**src/rtl/axi_read_initiator.sv**
```systemverilog
// axi_read_initiator: manager end of a single-outstanding read-burst link.
// Takes burst commands from a client, issues one address request each,
// consumes the data beats, and reports completion or protocol errors.
// Optional build macro: AXI_READ_INITIATOR_STATUS_EN adds the bursts_ok
// completion counter and the err_sticky flag.
module axi_read_initiator #(
  parameter int LEN_W = 8,
  parameter int CNT_W = 16
) (
  input  logic             clk,
  input  logic             rst_n,
  input  logic             cmd_valid,
  input  logic [LEN_W-1:0] cmd_len,
  output logic             cmd_ready,
  output logic             arvalid,
  output logic [LEN_W-1:0] arlen,
  input  logic             arready,
  input  logic             rvalid,
  input  logic             rlast,
  output logic             rready,
  output logic             beat,
  output logic             done,
`ifdef AXI_READ_INITIATOR_STATUS_EN
  output logic             err,
  output logic [CNT_W-1:0] bursts_ok,
  output logic             err_sticky
`else
  output logic             err
`endif
);

  typedef enum logic [1:0] {
    IDLE = 2'd0,
    ADDR = 2'd1,
    DATA = 2'd2
  } state_t;

  state_t           state_r;
  logic [LEN_W-1:0] arlen_r;
  logic [LEN_W-1:0] remaining_r;
  logic             done_r;
  logic             err_r;

  // Handshake outputs are pure decodes of the registered state.
  assign cmd_ready = (state_r == IDLE);
  assign arvalid   = (state_r == ADDR);
  assign rready    = (state_r == DATA);
  assign beat      = rvalid & rready;
  assign arlen     = arlen_r;
  assign done      = done_r;
  assign err       = err_r;

  // Burst FSM: command latch, address phase, beat counting and rlast checking.
  always_ff @(posedge clk or negedge rst_n) begin
    if (!rst_n) begin
      state_r     <= IDLE;
      arlen_r     <= {LEN_W{1'b0}};
      remaining_r <= {LEN_W{1'b0}};
      done_r      <= 1'b0;
      err_r       <= 1'b0;
    end else begin
      done_r <= 1'b0;
      err_r  <= 1'b0;
      case (state_r)
        IDLE: begin
          // A beat with nothing outstanding is a target violation.
          if (rvalid) begin
            err_r <= 1'b1;
          end
          if (cmd_valid) begin
            arlen_r     <= cmd_len;
            remaining_r <= cmd_len;
            state_r     <= ADDR;
          end
        end
        ADDR: begin
          if (rvalid) begin
            err_r <= 1'b1;
          end
          if (arready) begin
            state_r <= DATA;
          end
        end
        DATA: begin
          if (rvalid) begin
            if (remaining_r == {LEN_W{1'b0}}) begin
              // Final expected beat: error unless it carries rlast.
              done_r  <= 1'b1;
              err_r   <= ~rlast;
              state_r <= IDLE;
            end else if (rlast) begin
              // Early rlast: abandon the rest of the burst.
              done_r  <= 1'b1;
              err_r   <= 1'b1;
              state_r <= IDLE;
            end else begin
              remaining_r <= remaining_r - {{(LEN_W-1){1'b0}}, 1'b1};
            end
          end
        end
        default: begin
          state_r <= IDLE;
        end
      endcase
    end
  end

`ifdef AXI_READ_INITIATOR_STATUS_EN
  logic [CNT_W-1:0] bursts_ok_r;
  logic             err_sticky_r;

  assign bursts_ok  = bursts_ok_r;
  assign err_sticky = err_sticky_r;

  // Status: saturating count of clean completions and a sticky error flag.
  always_ff @(posedge clk or negedge rst_n) begin
    if (!rst_n) begin
      bursts_ok_r  <= {CNT_W{1'b0}};
      err_sticky_r <= 1'b0;
    end else begin
      if (done_r && !err_r && (bursts_ok_r != {CNT_W{1'b1}})) begin
        bursts_ok_r <= bursts_ok_r + {{(CNT_W-1){1'b0}}, 1'b1};
      end
      if (err_r) begin
        err_sticky_r <= 1'b1;
      end
    end
  end
`endif

endmodule

```
**config.mk**
```make
export PLATFORM = sky130hd
export DESIGN_NAME = axi_read_initiator
export DESIGN_NICKNAME = d
export VERILOG_FILES = /design/src/rtl/axi_read_initiator.sv
export SDC_FILE = /design/constraint.sdc
export NUM_CORES = 1
export LEC_CHECK = 0
export CAP_MARGIN = 10
export CORE_ASPECT_RATIO = 0.6
export CORE_MARGIN = 2
export CORE_UTILIZATION = 32
export DETAILED_ROUTE_END_ITERATION = 16
export GPL_TIMING_DRIVEN = 0
export SLEW_MARGIN = 10
export SYNTH_ARGS = -nofsm -noshare
export SYNTH_HDL_FRONTEND = slang
export SYNTH_SLANG_ARGS = --single-unit
```
**constraint.sdc**
```tcl
create_clock -name clk -period 2.3 [get_ports clk]
set_clock_uncertainty 0.15 [all_clocks]
set_input_delay 0.23 -clock clk [delete_from_list [all_inputs] [get_ports clk]]
set_output_delay 0.23 -clock clk [all_outputs]
set_load 0.02 [all_outputs]
```
==> results of run 1 <==
==> layout make-up <==
cell class | instances | share of cell area
plain buffers | 4 | 0.0119
inverters | 7 | 0.0178
multi-input cells | 84 | 0.371
well taps | 45 | 0.0382
flip-flops and latches | 20 | 0.339
clock buffers | 4 | 0.0373
repair buffers | 27 | 0.185
==> metal layers <==
| metal | vias to the layer above | GRT usage |
|---|---|---|
| li1 | 468 | - |
| met4 | 0 | 0.0345 |
| met2 | 33 | 0.216 |
| met3 | 5 | 0.0481 |
| met5 | - | 0 |
| met1 | 464 | 0.219 |
==> how the worst max path moves through the flow <==
stage / endpoint / start / slack [ps] / cells past startpoint
6_report: remaining_r[6]$_DFFE_PN0P_ / remaining_r[0]$_DFFE_PN0P_ / 350 / 5
5_1_grt: remaining_r[6]$_DFFE_PN0P_ / remaining_r[0]$_DFFE_PN0P_ / 230 / 5
4_1_cts: rready / state_r[0]$_DFFE_PN0P_ / 70 / 4
3_5_place_dp: rready / state_r[0]$_DFFE_PN0P_ / 360 / 4
2_1_floorplan: remaining_r[0]$_DFFE_PN0P_ / state_r[1]$_DFFE_PN0P_ / 590 / 5
3_3_place_gp: rready / state_r[0]$_DFFE_PN0P_ / 360 / 4
==> state kept, by name (all words and copies together) (netlist names) <==
register and count:
arlen 8, remaining_r 8, state_r 2, done 1
err 1
==> cells by family (layout without fill, tap and decap cells) <==
group / Yosys count / count (layout)
buffers and inverters: 11 / 42
adder cells (fa/ha/maj): 3 / 3
AND/OR/NAND/NOR: 50 / 50
flip-flops: 20 / 20
AO/OA/AOI/OAI: 31 / 31
==> timing repair <==
item | CTS | global route
setup buffers | 0 | 0
gates resized for setup | 0 | 1
setup endpoints to repair | 0 | 1
==> report_power, final <==
group / switching [mW] / internal (mW) / leakage (nW)
registers: 0.158 / 0.509 / 0.242
logic: 0.512 / 0.422 / 0.398
clock network: 0.120 / 0.153 / 0.0288
==> stage by stage <==
stage	utilization	power, mW	worst slack, ps	hold slack [ps]	instance area [um2]
after floorplan	-	1.24	588	-216	1090
after global placement	0.434	1.59	363	311	1420
after detailed placement	0.434	1.61	364	316	1420
after CTS	0.451	1.89	67.3	335	1470
after global routing	0.452	2.02	232	352	1480
final	0.452	1.87	352	332	1480
==> layout by cell type, fill, tap and decap left out, types with 3 or more instances in the layout <==
cell type        instances
nor2_1                  10
o2bb2ai_1                3
a21oi_1                  5
clkdlybuf4s50_1         26
inv_1                    6
nor3_1                   3
o21ai_1                  3
o22a_1                   3
clkbuf_8                 4
ha_1                     3
nand2_1                 25
dfrtp_1                 20
nand2b_1                 3
==> critical path: cells and delay by family (launching register included) <==
family | cells | cell delay [ps]
flip-flops | 1 | 450
AO/OA/AOI/OAI | 2 | 420
adder cells (fa/ha/maj) | 1 | 230
AND/OR/NAND/NOR | 1 | 470
buffers and inverters | 1 | 120
==> summary.md, run 1 <==
| Metric | Value |
|---|---|
| Outcome | `completed` |
| Post-Synth XOR/XNOR Area | `0` |
| Compound-Gate Fraction of Synth Area | `0.232` |
| Clock H-tree levels | `1` |
| CTS Hold Bufs | `0` |
| Ports | `28` |
| Overflow left after global routing | `0` |
| Max clock buf depth | `2` |
| Worst Hold End | `arlen[3]$_DFFE_PN0P_` |
| Post-DRT Antenna Nets | `0` |
| CTS tree | `built` |
| WL met1 | `1.30 mm` |
| Relative slew slack | `0.355` |
| Vias in the first global route | `968` |
| Met3 Routed Length | `209 um` |
| Die height | `49.2 um` |
| Final instance count without filler cells | `191` |
| Filler cells | `295` |
| Initial antenna violation count | `0` |
| Setup TNS | `0 ps` |
| Multi-input gate area | `547 um2` |
| Syn Nets | `132` |
| CTS buffer count | `3` |
| Critical path required time | `2310 ps` |
| Hold Crit Class | `flop to flop` |
| Main combinational cell family by area after synthesis | `simple AND/OR/NAND/NOR gates` |
| Placed insts | `187` |
| Fin crit share | `0.847` |
| Drt total wl | `2.70 mm` |
| Final nets | `164` |
| R2R setup slack | `350 ps` |
| Reg2reg start | `remaining_r[0]$_DFFE_PN0P_` |
| Ant. Diodes | `0` |
| Final HPWL DP | `2.04 mm` |
| Min cycle time layout | `1950 ps` |
| Max cap viols | `0` |
| Mapped Cells | `115` |
| Mux cell area share after synthesis | `0` |
| Largest net degree at the start of global routing | `21` |
| I/O Buffers | `27` |
| Crit path max fanout | `6` |
| CP Data Arrival Time | `1950 ps` |
| Die area | `3910 um2` |
| Top-count cell post-synth | `nand2_1` |
| Max Slew Vio Count | `0` |
| DR vias | `970` |
| Leak | `0.668 nW` |
| Critical path's slowest cell | `nor3b_1` |
| Syn Area/Cell | `9.49 um2` |
| Power per cell area | `1270 nW/um2` |
| Top routing layer in use | `met4` |
| EDFF count, synth | `0` |
| Crit path capture type | `flop` |
| Fmax | `0.513 GHz` |
| Core Area | `3260 um2` |
| Worst-Skew Late Latency | `260 ps` |
| Die Wd | `79.4 um` |
| RSZ-0062 raised after global routing | `no` |
| Leading area contributor after synthesis | `dfrtp_1` |
| Synth top area share | `0.459` |
| Simple-Gate Fraction of Synth Area | `0.235` |
| Synth area leaders | `dfrtp_1 (46%), nand2_1 (8.6%), ha_1 (3.4%), nor2_1 (3.4%), a311oi_4 (2.4%)` |
| Startpoint types | `flop` |
| Total Routing Usage GR | `0.150` |
| WHS Path Cells | `2` |
| Root buf cell | `clkbuf_8` |
| Initial Util | `0.334` |
| Clock transition at path regs | `80 ps` |
| Unique masters post-synth | `37` |
| Async S/R FF share, synth | `1.00` |
| Metal2 WL | `1.17 mm` |
| Worst hold start | `arlen[3]$_DFFE_PN0P_` |
| Clock sinks | `20` |
| Post-synthesis adder-cell area fraction | `0.0344` |
| First-pass GRT wire length | `4.49 mm` |
| Peak VDD IR | `461 uV` |
| Detailed Routing Iterations Pass 1 | `4` |
| Area growth, synth to finish | `35.2%` |
| Yosys warning total | `0` |
| Crit Path Class | `flop to flop` |
| DRC violations left | `0` |
| Reg-to-Reg End | `remaining_r[6]$_DFFE_PN0P_` |
| Detailed Route Iter0 Violations | `30` |
| Slew @ Worst Pin | `964 ps` |
| Max incr delay on CP | `470 ps` |
| Seq/Total Area, Yosys | `0.459` |
| Cell Area, Synth | `1090 um2` |
| Gpl congestion | `0.798` |
| # setup viols final | `0` |
| Synthesized flop and latch total | `20` |
| Num rows | `16` |
| Most used DFF post-synth | `dfrtp_1` |
| Fin. Hold Viols | `0` |
| WL per Instance | `14.1 um` |
| Sequential Area | `500 um2` |
| Fraction of layout cells with a size suffix above 1 | `0.103` |
| R2R cell count | `5` |
| Drt via density | `5.08` |
| Most frequent cells after synthesis | `nand2_1 (25), dfrtp_1 (20), nor2_1 (10)` |
| Critical Path, Cell by Cell | `inv_1, ha_1, nor3b_1, a41oi_1, o22a_1` |
Power figures use the tool's default switching activity.
==> inputs of run 2 (changes only) <==
==> constraint.sdc (replaced) <==
create_clock -name clk -period 1.6 [get_ports clk]
set_clock_uncertainty 0.15 [all_clocks]
set_input_delay 0.16 -clock clk [delete_from_list [all_inputs] [get_ports clk]]
set_output_delay 0.16 -clock clk [all_outputs]
set_load 0.02 [all_outputs]
==> run 2 against run 1 <==
  * The flow now finishes with violations (negative setup slack)
  * Via count is 7.8% higher
  * Routed wire length grew 14%
  * Utilization increased by 7.9 points
  * Non-clock buffer count rose by 11
  * Setup slack lost 490 ps
  * Register-to-register slack got worse by 490 ps
==> summary.md, run 2 (synthesis gave the netlist of run 1 again) <==
| Metric | Value |
|---|---|
| Power per cell area | `1840 nW/um2 (was 1270 nW/um2)` |
| Reg-to-Reg End | `remaining_r[6]$_DFFE_PN0P_ (unchanged)` |
| DR vias | `1046 (was 970)` |
| RSZ-0062 raised after global routing | `yes (was no)` |
| Crit Path Class | `flop to flop (unchanged)` |
| CTS tree | `built (unchanged)` |
| Initial antenna violation count | `0 (unchanged)` |
| Psw | `1.36 mW (was 0.790 mW)` |
| I/O Buffers | `27 (unchanged)` |
| Die area | `3910 um2 (unchanged)` |
| Final nets | `175 (was 164)` |
| R2R setup slack | `-140 ps (was 350 ps)` |
| Ant. Diodes | `0 (unchanged)` |
| First-pass GRT wire length | `4.97 mm (was 4.49 mm)` |
| Detailed Routing Iterations Pass 1 | `4 (unchanged)` |
| Largest net degree at the start of global routing | `21 (unchanged)` |
| Family with the most delay on the worst path | `compound AO/OA/AOI/OAI gates (was simple AND/OR/NAND/NOR gates)` |
| Critical path's slowest cell | `dfrtp_2 (was nor3b_1)` |
| Worst-Skew Late Latency | `260 ps (about the same)` |
| Final Instance Area | `1730 um2 (was 1480 um2)` |
| Final HPWL DP | `2.15 mm (was 2.04 mm)` |
| DRC violations left | `0 (unchanged)` |
| CTS Hold Bufs | `0 (unchanged)` |
| Final instance count without filler cells | `202 (was 191)` |
| Commonest cells after routing, fill and taps aside | `nand2_1 (23), clkdlybuf4s50_1 (23), dfrtp_1 (14) (was clkdlybuf4s50_1 (26), nand2_1 (25), dfrtp_1 (20))` |
| Leak | `0.741 nW (was 0.668 nW)` |
| Clock power frac | `0.124 (was 0.145)` |
| Outcome | `complete, but fails checks (was completed)` |
| Area growth, synth to finish | `58.9% (was 35.2%)` |
| Peak VDD IR | `925 uV (was 461 uV)` |
| Fin. Hold Viols | `0 (unchanged)` |
| Die Wd | `79.4 um (unchanged)` |
| Final hold slack | `269 ps (was 332 ps)` |
| CP Buf/Inv Count | `1 (unchanged)` |
| Part of the power in registers | `0.309 (was 0.356)` |
| Clock H-tree levels | `1 (unchanged)` |
| Drt via density | `5.18 (was 5.08)` |
| Critical Path, Cell by Cell | `nor4_4, buf_4, a311o_2, a21oi_2, o22a_1 (was inv_1, ha_1, nor3b_1, a41oi_1, o22a_1)` |
| Max incr delay on CP | `460 ps (was 470 ps)` |
| Clock transition at path regs | `80 ps (about the same)` |
| Overflow left after global routing | `0 (unchanged)` |
| Min cycle time layout | `1740 ps (was 1950 ps)` |
| Crit path max fanout | `5 (was 6)` |
| Vias in the first global route | `1010 (was 968)` |
| Setup TNS | `-972 ps (was 0 ps)` |
| Clock sinks | `20 (unchanged)` |
| Drt total wl | `3.07 mm (was 2.70 mm)` |
| Root buf cell | `clkbuf_8 (unchanged)` |
| Gpl congestion | `0.843 (was 0.798)` |
| Multi-input gate area | `703 um2 (was 547 um2)` |
| # setup viols final | `9 (was 0)` |
| CTS buffer count | `3 (unchanged)` |
| Ports | `28 (unchanged)` |
| Switching Fraction | `0.426 (was 0.422)` |
| Filler cells | `286 (was 295)` |
| Num rows | `16 (unchanged)` |
| Tot Pwr | `3.19 mW (was 1.87 mW)` |
| CP Data Arrival Time | `1740 ps (was 1950 ps)` |
| Detailed Route Iter0 Violations | `40 (was 30)` |
| Final worst slack | `-138 ps (was 352 ps)` |
| Startpoint types | `flop (unchanged)` |
| Reg2reg start | `remaining_r[3]$_DFFE_PN0P_ (was remaining_r[0]$_DFFE_PN0P_)` |
| Relative slew slack | `0.372 (was 0.355)` |
| R2R cell count | `5 (unchanged)` |
| Slew @ Worst Pin | `938 ps (was 964 ps)` |
| Placed insts | `187 (unchanged)` |
| Critical path required time | `1600 ps (was 2310 ps)` |
| Core Area | `3260 um2 (unchanged)` |
| Fin crit share | `1.09 (was 0.847)` |
| Sequential Area | `508 um2 (was 500 um2)` |
| Fmax | `0.576 GHz (was 0.513 GHz)` |
| Placed inst area | `1420 um2 (about the same)` |
| WL per Instance | `15.2 um (was 14.1 um)` |
| Initial Util | `0.334 (unchanged)` |
| Max clock buf depth | `2 (unchanged)` |
| Max cap viols | `0 (unchanged)` |
| Die height | `49.2 um (unchanged)` |
| Total Routing Usage GR | `0.168 (was 0.150)` |
| Failing checks | `negative setup slack` |
| Fraction of layout cells with a size suffix above 1 | `0.395 (was 0.103)` |
| Pint | `1.83 mW (was 1.08 mW)` |
| Post-DRT Antenna Nets | `0 (unchanged)` |
| Hold Crit Class | `primary input to asynchronous set/reset pin (was flop to flop)` |
| Crit path capture type | `flop (unchanged)` |
| Comb power frac | `0.568 (was 0.498)` |
| Max Slew Vio Count | `0 (unchanged)` |
[run 2: stage by stage]
| stage | utilization | worst slack, ps |
|---|---|---|
| final | 0.531 | -138 |
| after global placement | 0.435 | -293 |
| after CTS | 0.495 | -77.3 |
| after detailed placement | 0.435 | -326 |
| after floorplan | - | -20.6 |
| after global routing | 0.531 | -203 |
[run 2: cell type report]
cell class              instances  area share
flip-flops and latches         20       0.293
inverters                       7      0.0166
multi-input cells              84       0.405
repair buffers                 38       0.204
plain buffers                   4      0.0166
clock buffers                   4      0.0317
well taps                      45      0.0325
[run 2: layer usage]
metal / up-vias / wire length, um / track usage / share of wire
met5: - / 0 / 0 / 0
met4: 0 / 13 / 0.0201 / 0.0042
met3: 3 / 146 / 0.0481 / 0.048
met2: 27 / 1390 / 0.240 / 0.45
met1: 519 / 1520 / 0.256 / 0.50
li1: 497 / - / - / -
[run 2: worst max-delay path by stage]
| stage | start | to | slack, ps | depth (start not counted) |
|---|---|---|---|---|
| 3_5_place_dp | remaining_r[0]$_DFFE_PN0P_ | remaining_r[6]$_DFFE_PN0P_ | -330 | 5 |
| 5_1_grt | remaining_r[3]$_DFFE_PN0P_ | remaining_r[4]$_DFFE_PN0P_ | -200 | 5 |
| 3_3_place_gp | state_r[0]$_DFFE_PN0P_ | rready | -290 | 4 |
| 4_1_cts | remaining_r[6]$_DFFE_PN0P_ | remaining_r[4]$_DFFE_PN0P_ | -80 | 5 |
| 6_report | remaining_r[3]$_DFFE_PN0P_ | remaining_r[6]$_DFFE_PN0P_ | -140 | 5 |
| 2_1_floorplan | remaining_r[0]$_DFFE_PN0P_ | remaining_r[6]$_DFFE_PN0P_ | -20 | 5 |
[run 2: repair_timing]
item                                    4_1_cts  5_1_grt
setup buffers                                 8        3
pin swaps                                    10       10
endpoints found under the setup margin       19       21
resized for setup                            35       24
[run 2: power groups by stage]
| stage | sequential [mW] | clock, mW | combinational, mW |
|---|---|---|---|
| floorplan | 1.06 | 0 | 0.727 |
| global placement | 0.964 | 0 | 1.33 |
| detailed placement | 0.978 | 0 | 1.35 |
| CTS | 0.970 | 0.402 | 1.63 |
| global route | 1.01 | 0.427 | 1.96 |
| finish | 0.985 | 0.394 | 1.81 |
==> inputs of run 3 (changes only) <==
--- a/config.mk
+++ b/config.mk
@@ -5,12 +5,14 @@
 export SDC_FILE = /design/constraint.sdc
 export NUM_CORES = 1
 export LEC_CHECK = 0
+export ABC_AREA = 1
 export CAP_MARGIN = 10
 export CORE_ASPECT_RATIO = 0.6
 export CORE_MARGIN = 2
-export CORE_UTILIZATION = 32
+export CORE_UTILIZATION = 43
 export DETAILED_ROUTE_END_ITERATION = 16
 export GPL_TIMING_DRIVEN = 0
+export PLACE_DENSITY = 0.74
 export SLEW_MARGIN = 10
 export SYNTH_ARGS = -nofsm -noshare
 export SYNTH_HDL_FRONTEND = slang
==> run 3 against run 2 <==
  * The flow still finishes with violations (negative setup slack)
  * Global-route usage increased by 3.8 points
  * Maximum frequency up 6.2%
  * Flip-flop and latch count did not move
  * Die area shrank 21%
  * Sequential share of layout area increased by 0.30 points
  * Synthesized cell count is 17% higher
  * Critical path depth is the same
  * Clock power down 2%
  * Critical path type is now flop to primary output
  * Largest cell class unchanged
  * Highest routed layer unchanged
==> summary.md, run 3 <==
| Metric | Value |
|---|---|
| Outcome | `complete, but fails checks (unchanged)` |
| Failing checks | `negative setup slack (unchanged)` |
| Switching Fraction | `0.437 (was 0.426)` |
| Initial antenna violation count | `0 (unchanged)` |
| Clock power frac | `0.109 (was 0.124)` |
| Commonest cells after routing, fill and taps aside | `nand2_1 (39), clkdlybuf4s50_1 (23), dfrtp_1 (17) (was nand2_1 (23), clkdlybuf4s50_1 (23), dfrtp_1 (14))` |
| Area growth, synth to finish | `49.7% (was 58.9%)` |
| Pint | `1.99 mW (was 1.83 mW)` |
| Unique masters post-synth | `25 (was 37)` |
| Drt via density | `4.88 (was 5.18)` |
| Vias in the first global route | `977 (was 1010)` |
| Largest net degree at the start of global routing | `21 (unchanged)` |
| Fin. Hold Viols | `0 (unchanged)` |
| Fmax | `0.611 GHz (was 0.576 GHz)` |
| Post-DRT Antenna Nets | `0 (unchanged)` |
| CP Data Arrival Time | `1330 ps (was 1740 ps)` |
| Max Slew Vio Count | `0 (unchanged)` |
| Ant. Diodes | `0 (unchanged)` |
| # setup viols final | `2 (was 9)` |
| Core Area | `2500 um2 (was 3260 um2)` |
| Worst-Skew Late Latency | `260 ps (about the same)` |
| Psw | `1.54 mW (was 1.36 mW)` |
| Drt total wl | `2.92 mm (was 3.07 mm)` |
| Root buf cell | `clkbuf_8 (unchanged)` |
| DRC violations left | `0 (unchanged)` |
| Multi-input gate area | `647 um2 (was 703 um2)` |
| Fraction of layout cells with a size suffix above 1 | `0.315 (was 0.395)` |
| Detailed Route Iter0 Violations | `54 (was 40)` |
| Syn Nets | `152 (was 132)` |
| Critical path required time | `1290 ps (was 1600 ps)` |
| WL per Instance | `13.7 um (was 15.2 um)` |
| Crit Path Class | `flop to primary output (was flop to flop)` |
| Filler cells | `205 (was 286)` |
| Power per cell area | `2070 nW/um2 (was 1840 nW/um2)` |
| Crit path max fanout | `10 (was 5)` |
| Clock sinks | `20 (unchanged)` |
| Max cap viols | `0 (unchanged)` |
| Part of the power in registers | `0.265 (was 0.309)` |
| Sequential Area | `504 um2 (was 508 um2)` |
| Most frequent cells after synthesis | `nand2_1 (41), dfrtp_1 (20), inv_1 (14) (was nand2_1 (25), dfrtp_1 (20), nor2_1 (10))` |
| EDFF count, synth | `0 (unchanged)` |
| Startpoint types | `flop (unchanged)` |
| Slew @ Worst Pin | `931 ps (was 938 ps)` |
| Initial Util | `0.455 (was 0.334)` |
| Detailed Routing Iterations Pass 1 | `6 (was 4)` |
| Leading area contributor after synthesis | `dfrtp_1 (unchanged)` |
| I/O Buffers | `27 (unchanged)` |
| Comb power frac | `0.626 (was 0.568)` |
| Leak | `0.824 nW (was 0.741 nW)` |
| Final HPWL DP | `1.96 mm (was 2.15 mm)` |
| Synthesized flop and latch total | `20 (unchanged)` |
| Most used DFF post-synth | `dfrtp_1 (unchanged)` |
| Gpl congestion | `0.858 (was 0.843)` |
| Setup TNS | `-62.7 ps (was -972 ps)` |
| Fin crit share | `1.02 (was 1.09)` |
| DR vias | `1040 (was 1046)` |
| Top-count cell post-synth | `nand2_1 (unchanged)` |
| Clock transition at path regs | `70 ps (was 80 ps)` |
| CTS Hold Bufs | `0 (unchanged)` |
| CTS buffer count | `3 (unchanged)` |
| Syn Area/Cell | `8.43 um2 (was 9.49 um2)` |
| Final nets | `199 (was 175)` |
| Hold Crit Class | `primary input to asynchronous set/reset pin (unchanged)` |
| Synth area leaders | `dfrtp_1 (44%), nand2_1 (14%), inv_1 (4.6%), nand3_1 (4.4%), o21ai_0 (4.0%) (was dfrtp_1 (46%), nand2_1 (8.6%), ha_1 (3.4%), nor2_1 (3.4%), a311oi_4 (2.4%))` |
| Die height | `43.9 um (was 49.2 um)` |
| Crit path capture type | `primary output (was flop)` |
| Most common cell after layout, fill and taps aside | `nand2_1` |
| Min cycle time layout | `1640 ps (was 1740 ps)` |
| Mapped Cells | `135 (was 115)` |
| First-pass GRT wire length | `4.82 mm (was 4.97 mm)` |
| Max clock buf depth | `2 (unchanged)` |
| Clock H-tree levels | `1 (unchanged)` |
| Peak VDD IR | `1230 uV (was 925 uV)` |
| Yosys warning total | `0 (unchanged)` |
| Total Routing Usage GR | `0.206 (was 0.168)` |
| Die Wd | `70.4 um (was 79.4 um)` |
| Async S/R FF share, synth | `1.00 (unchanged)` |
| Tot Pwr | `3.54 mW (was 3.19 mW)` |
| Relative slew slack | `0.377 (was 0.372)` |
| Seq/Total Area, Yosys | `0.440 (was 0.459)` |
| Final worst slack | `-36.5 ps (was -138 ps)` |
| Overflow left after global routing | `0 (unchanged)` |
| Synth top area share | `0.440 (was 0.459)` |
| Num rows | `14 (was 16)` |
| CTS tree | `built (unchanged)` |
| Ports | `28 (unchanged)` |
| Die area | `3090 um2 (was 3910 um2)` |
| RSZ-0062 raised after global routing | `yes (unchanged)` |
| Cell Area, Synth | `1140 um2 (was 1090 um2)` |
==> run 3: cell types whose count changed after synthesis, moves of 8 or more <==
cell	change
o21ai_0	+8
nand2_1	+16
inv_1	+8
nand3_1	+8
==> run 3: cell type report <==
cell class | instances | share of cell area
Inverter | 16 | 0.0382
Multi-Input combinational cell | 98 | 0.380
Timing Repair Buffer | 41 | 0.217
Buffer | 2 | 0.0132
Sequential cell | 20 | 0.296
Tap cell | 32 | 0.0235
Clock buffer | 4 | 0.0323
==> run 3: cells by family after synthesis <==
family,Yosys count,share of synthesized area
AO/OA/AOI/OAI,19,0.118
AND/OR/NAND/NOR,69,0.268
buffers and inverters,18,0.0747
multiplexers,5,0.0593
flip-flops,20,0.440
adder cells (fa/ha/maj),3,0.0330
XOR/XNOR,1,0.00769
==> run 3: repair_timing <==
item,in CTS,in global routing
pin swaps,7,10
gates cloned,0,1
resized for setup,20,20
buffers inserted,12,3
setup endpoints to repair,6,12
==> run 3: power groups by stage <==
stage	combinational, mW	clock, mW	sequential (mW)
after floorplan	1.02	0	1.05
final	2.21	0.386	0.936
after global placement	1.67	0	0.932
after detailed placement	1.71	0	0.942
after CTS	1.99	0.397	0.918
after global routing	2.41	0.417	0.962
==> run 3: metal layers <==
metal  global-route usage  wire length, um
met2                0.334             1310
met4               0.0115                7
met3               0.0651              177
met1                0.288             1430
met5                    0                0
==> run 3: path summary, 6_finish.rpt <==
path	cells after the start	slack, ps	end	from
max reg2reg	7	-30	err$_DFF_PN0_	remaining_r[0]$_DFFE_PN0P_
min reg2reg	2	350	arlen[2]$_DFFE_PN0P_	arlen[2]$_DFFE_PN0P_
max	5	-40	rready	state_r[0]$_DFFE_PN0P_
min in group clk	3	330	state_r[1]$_DFFE_PN0P_	arready
max in group asynchronous	1	400	remaining_r[3]$_DFFE_PN0P_	rst_n
min	1	270	err$_DFF_PN0_	rst_n
==> run 3: per-stage QoR <==
step / hold WS, ps / util / std cells / cell area [um2] / worst slack, ps
final: 271 / 0.680 / 213 / 1700 / -36.5
after detailed placement: 329 / 0.580 / 194 / 1450 / -228
after CTS: 302 / 0.648 / 210 / 1620 / 4.12
after global placement: 316 / 0.580 / 194 / 1450 / -219
after global routing: 349 / 0.680 / 213 / 1700 / -109
after floorplan: -286 / - / 135 / 1140 / 3.91
==> run 3: critical path, cell delays in order (launching register included) <==
cell and delay, ps:
dfrtp_1 420, inv_2 120, nand2_4 120, inv_6 110, buf_6 140, buf_4 150
